`config.mk`:
```
export PLATFORM = sky130hd
export DESIGN_NAME = alu_regfile
export DESIGN_NICKNAME = d
export VERILOG_FILES = /design/src/rtl/alu_regfile.sv
export SDC_FILE = /design/constraint.sdc
export NUM_CORES = 2
export LEC_CHECK = 0
export ABC_AREA = 1
export CAP_MARGIN = 20
export CELL_PAD_IN_SITES_DETAIL_PLACEMENT = 0
export CELL_PAD_IN_SITES_GLOBAL_PLACEMENT = 1
export CORE_ASPECT_RATIO = 1.75
export CORE_UTILIZATION = 25
export DETAILED_ROUTE_END_ITERATION = 10
export GPL_ROUTABILITY_DRIVEN = 0
export MAX_ROUTING_LAYER = met4
export PLACE_DENSITY = 0.59
export SYNTH_ARGS = -nofsm -noshare
export SYNTH_HDL_FRONTEND = slang
export SYNTH_SLANG_ARGS = --single-unit
export TNS_END_PERCENT = 1
```
`constraint.sdc`:
```
create_clock -name clk -period 6.6 [get_ports clk]
set_input_delay 1.32 -clock clk [delete_from_list [all_inputs] [get_ports clk]]
set_output_delay 1.32 -clock clk [all_outputs]
set_load 0.03 [all_outputs]
```
`src/rtl/alu_regfile.sv`:
```
// alu_regfile: ALU operand register file with post-reset zeroing sweep and sticky overflow
module alu_regfile #(
    parameter int WORDSIZE = 64,
    parameter int REGCOUNT = 32,
    parameter int ADDRW    = 5
) (
    input  logic                clk,
    input  logic                reset,
    input  logic [ADDRW-1:0]    rs1_addr,
    input  logic [ADDRW-1:0]    rs2_addr,
    output logic [WORDSIZE-1:0] operand_a,
    output logic [WORDSIZE-1:0] operand_b,
    input  logic                rd_wr_en,
    input  logic [ADDRW-1:0]    rd_addr,
    input  logic [WORDSIZE-1:0] rd_data,
    input  logic                ovf_in,
    input  logic                ovf_clear,
    output logic                ovf_sticky,
    output logic                ready
);
    typedef enum logic {INIT, RUN} state_t;
    state_t state, state_nx;
    logic [ADDRW-1:0] init_idx, idx_nx, waddr;
    logic [WORDSIZE-1:0] wdata;
    logic [WORDSIZE-1:0] regs [REGCOUNT];
    logic ovf_nx, we;
    // next state, sweep counter, single write port mux and sticky update
    always_comb begin
        state_nx = state;
        idx_nx   = init_idx;
        ovf_nx   = ovf_sticky;
        we       = 1'b0;
        waddr    = init_idx;
        wdata    = '0;
        if (state == INIT) begin
            we     = 1'b1;
            idx_nx = init_idx + 1'b1;
            if (init_idx == ADDRW'(REGCOUNT - 1)) begin
                idx_nx   = '0;
                state_nx = RUN;
            end
        end else begin
            we     = rd_wr_en && (rd_addr != '0);
            waddr  = rd_addr;
            wdata  = rd_data;
            ovf_nx = (ovf_sticky & ~ovf_clear) | (rd_wr_en & ovf_in);
        end
    end
    // control state; reset restarts the sweep from x1
    always_ff @(posedge clk) begin
        if (reset) begin
            state      <= INIT;
            init_idx   <= ADDRW'(1);
            ovf_sticky <= 1'b0;
        end else begin
            state      <= state_nx;
            init_idx   <= idx_nx;
            ovf_sticky <= ovf_nx;
        end
    end
    // storage array without reset so it maps onto RAM
    always_ff @(posedge clk) begin
        if (we && !reset) regs[waddr] <= wdata;
    end
    assign ready = (state == RUN);
    assign operand_a = (!ready || rs1_addr == '0) ? '0 :
                       (rd_wr_en && rd_addr == rs1_addr) ? rd_data : regs[rs1_addr];
    assign operand_b = (!ready || rs2_addr == '0) ? '0 :
                       (rd_wr_en && rd_addr == rs2_addr) ? rd_data : regs[rs2_addr];
endmodule

```
After elaboration in Yosys (flattened, before gate mapping). Memories as Yosys holds them, arrays and structs flattened. Cells that the tools add are included. W data, S select, Z words.

Word-level logic and storage cells: 35. Output and inout bits: 130. RAM bits: 2048. Register bits: 7. Memories kept: 1. Bits of input ports: 84.

Reductions and logical operators: 11. Mux-type cells: 12. Equal/unequal tests: 3. Add/subtract/negate cells: 1. Bitwise operators: 4.

Memories: regs (words 32, width 64, read ports 2, clocked after memory_dff 0, write ports 1, RTL line 25) `logic [WORDSIZE-1:0] regs [REGCOUNT];`.

Operator list (number): $mux W64 (5); $eq A5 B5 Y1 (2); $logic_not A5 Y1 (2); $mux W5 (2); $add A5 B1 Y5 const B (1); $eq A5 B5 Y1 const B (1); $mux W1 (5); $reduce_bool A5 Y1 (1); $logic_and A1 B1 Y1 (4); $and A1 B1 Y1 (2); $logic_not A1 Y1 (2); $logic_or A1 B1 Y1 (2); $not A1 Y1 (1); $or A1 B1 Y1 (1).

Longest topological paths before layout.
Depth in word-level cells: 6. Mapped depth: 13. Depth with buffers taken out: 9.

Least setup slack after synthesis. No wires, ideal clock.

Path type: input to register. From: in rd_addr[2]. To: mem regs[11][0], enable pin. Stages: 6. Buffers on the path: 0. Slack: 1.409 ns. Library setup time: 0.487 ns. Data arrival time: 4.704 ns. Data required time: 6.113 ns. Cell sequence: inv_1 > nand4_1 > o21ai_0 > a21oi_1 > nand3_1 > nor2_1.

Cells in the longest elaborated chain, start to end: 6. Elaborated cells between the ends (all ways): 7. Those cells by class: 4 x mux; 3 x reduce/logical.

RTL lines: start: declaration (RTL line 14) `input logic [ADDRW-1:0] rd_addr,`; $reduce_bool A5 Y1 (RTL line 43) `we = rd_wr_en && (rd_addr != '0);`; $logic_and A1 B1 Y1 (RTL line 43); $mux W1 (RTL line 35) `if (state == INIT) begin`; $logic_and A1 B1 Y1 (RTL line 63) `if (we && !reset) regs[waddr] <= wdata;`; $mux W1 (RTL line 63); $mux W1 (not written as such) (RTL line 63); end: declaration (RTL line 25).

Parallel ways exist; a longest one is shown, timed or not.

Worst setup path in the final report.
From: in rs1_addr[1]. To: out operand_a[2].

Cells in the longest elaborated chain, start to end: 4. Elaborated cells between the ends (all ways): 7. Those cells by class: 1 x eq/ne; 2 x mux; 3 x reduce/logical; 1 x memory.

RTL lines: start: declaration (RTL line 9) `input logic [ADDRW-1:0] rs1_addr,`; branches (longest 3 deep; another with $mem_v2 Z32 W64); $mux W64 (*) (RTL line 66) `assign operand_a = (!ready || rs1_addr == '0) ? '0 :`; end: declaration (RTL line 11) `output logic [WORDSIZE-1:0] operand_a,`.

Mark *: on every way between the ends.

==> results.md <==
* Leak Pwr at 53.4 nW
* Fmax at between 150 and 200 MHz
* Finished Layout Cells at 19600
* Fraction of layout cells with a size suffix above 1 at 0.0510
* Crit. End Element: primary output
* Final setup fails at 0
* Post-route ant nets at 0
* Pin count of the biggest net entering global routing at 166
* Via density at 4.77
* Status: complete, no violations
* Final setup TNS at 0 ns
* Final Cell Area at 126000 um2
* Wire per inst at 24.6 um
* FF-to-FF path depth at 7
* Chip Height at 880 um
* Pre-antenna DRT Iters at 6
* Commonest non-fill, non-tap cell in the layout: nand2_1
* CP max stage cell: buf_4
* Mapped Area at 110000 um2
* WS Path Type: in -> out
* Chip width at 503 um
* Required time of the critical path at about 5.3 ns
* WHS at 0.473 ns
* Area grow syn2layout at 14.7%
* I/O Buffers at 213
* Fin crit period at 5.81 ns
* Ys Warns at 0
* Routed WL at 483 mm
* Final Max Tran Viols at 0
* Post-CTS Setup Bufs at 0
* CP startpoint kind: input pin
* Slew Limit Headroom at 0.252
* Ports at 214
* Crit-path cells: buf_8 > inv_16 > buf_4 > nand3_1 > nand3_1 > nand2_1 > nand3_1 > nand2_1 > a21oi_1 > clkdlybuf4s50_1
* Placeable Area at 439000 um2
* Sequential fraction of the synthesis area at 0.560
* Final Net Count at 13700
* CP Max Fanout at 80
* Die ar. at 443000 um2
* H-tree level count at 4
* Post-DP HPWL at approximately 250 mm
* Hold Crit Class: reg -> reg
* IR drop worst, VDD at 0.222 mV
* CP bufs+invs at 4
* Post-synthesis cell type count at 24
* Reg2Reg Launch Point: ready
* Hold Startpoint: ovf_sticky
* Sink Count at 2055
* # hold bufs at CTS at 0
* Global-route wire length before repair at 678 mm
* Row count at 322
* Worst Path Arrival at approximately 4.5 ns
* Power Dens Cells at 231 nW/um2
* Drt drc at 0
* Hold path cells at 2
* Number of global-route vias before repair at between 90000 and 100k
* PnR Total Power at approximately 30 mW
* Cells after Synth at 13800
* CP delay by family, top: buffers and inverters
* Root buf cell: clkbuf_16
* Initial antenna violation count at 16
* Pre-CTS setup slack at 0.766 ns
* Post-CTS resize count at 0
* Fin crit share at 0.880
* Hold Vio Cnt, Final at 0
* Clock Latency Late Sink at 0.94 ns
* TritonCTS clock tree: built
* Vias at 93500
* Syn Area/Cell at 7.97 um2
* Clock Path Buffers at 4
* Placed cell count at 19200
* Post-Route Utilization at 0.288
* Commonest non-fill, non-tap cells in the layout: 5420 x nand2_1, 2270 x nand3_1, 2048 x edfxtp_1
* Number of synthesized register bits at 2055
* Least-Margin Pin Slew at 1.12 ns
* WHS Endpoint: ovf_sticky
* CP peak stage delay at 0.75 ns
* Num CTS Buffers at roughly 210
* Clk slew on worst S/H paths at roughly 0.080 ns
* Worst setup margin at 0.790 ns
* Post-DP Area at 120000 um2
* Crit-path most repeated cell: nand3_1
* Gr usage total at 0.219
* Starting density of the core at 0.251
* DRT iter0 DRCs at 8841
* Mapped Nets at 13900
* Overflow after GRT at 0
* # Max-Cap Violations at 0
* Flop-to-flop setup slack at 3.08 ns
* RSZ-0062 raised after global routing: false
* R2R Path End: regs[0][52]
* Max Clock Skew at 0.0640 ns
[routing by layer]
layer / wire [um] / share of wire / vias up / track usage
li1: - / - / 43800 / -
met3: 23700 / 0.049 / 638 / 0.0196
met5: 0 / 0 / - / -
met2: 239000 / 0.49 / 2898 / 0.372
met4: 16200 / 0.033 / 0 / 0.0687
met1: 205000 / 0.42 / 46100 / 0.274
[power breakdown]
| part | internal (mW) | total, mW | switching [mW] |
|---|---|---|---|
| combinational | 0.773 | 3.09 | 2.31 |
| sequential | 14.3 | 14.3 | 0.0397 |
| clock | 6.26 | 11.8 | 5.52 |
[sequential cells by signal, summed over array words and instances (netlist names)]
register	cells
init_idx	5
ovf_sticky	1
ready	1
regs	2048
[cells in the mapped netlist]
master	n	area [um2]
xor2_1	1	8.76
o21ai_0	118	591
buf_8	1	15.0
buf_2	590	2950
inv_4	3	18.8
a221oi_1	1	8.76
inv_1	1308	4910
dfxtp_1	7	140
nor2_2	4	25.0
nor3_1	2	10.0
edfxtp_1	2048	61500
clkbuf_1	173	649
nand3_1	2272	11400
buf_1	47	176
nor2_1	1561	5860
nand4_1	3	18.8
buf_4	43	323
nand2_1	5420	20300
o22ai_1	6	37.5
inv_2	3	11.3
buf_6	18	203
a21oi_1	142	711
ha_1	2	25.0
o21ai_1	23	115
[worst min-delay path, cell delays in order, from the launching register on]
cell	delay (ns)
dfxtp_1	0.32
nand2_1	0.06
a21oi_1	0.05
[area by class of cell]
class                      count  area [um2]
inverter                    1314        5030
clock buffer                 259        5500
fill                       46800      313000
timing repair buffer         476        6520
sequential                  2055       61600
tap                         5832        7300
multi-input combinational   9555       39400
clock inverter               106         744
antenna                       10        25.0
[how the worst max path moves through the flow]
stage	start	end	slack (ns)	depth (start not counted)
after CTS	rs1_addr[0]	operand_a[23]	0.77	8
after global routing	rd_wr_en	operand_a[23]	0.72	7
after global placement	rs1_addr[4]	operand_a[23]	0.75	10
after floorplan	rd_addr[2]	regs[11][0]	1.41	6
final	rs1_addr[1]	operand_a[2]	0.79	10
after detailed placement	rs1_addr[0]	operand_a[23]	0.77	8
[kinds of logic after synthesis]
kind of cell,count (synthesis),share of synthesized area
AO/OA/AOI/OAI,290,0.0133
AND/OR/NAND/NOR,9262,0.342
buffers and inverters,2186,0.0842
adder cells (fa/ha/maj),2,0.000227
flip-flops,2055,0.560
XOR/XNOR,1,0.0000796
No activity file was read; power rests on OpenSTA's default activity.
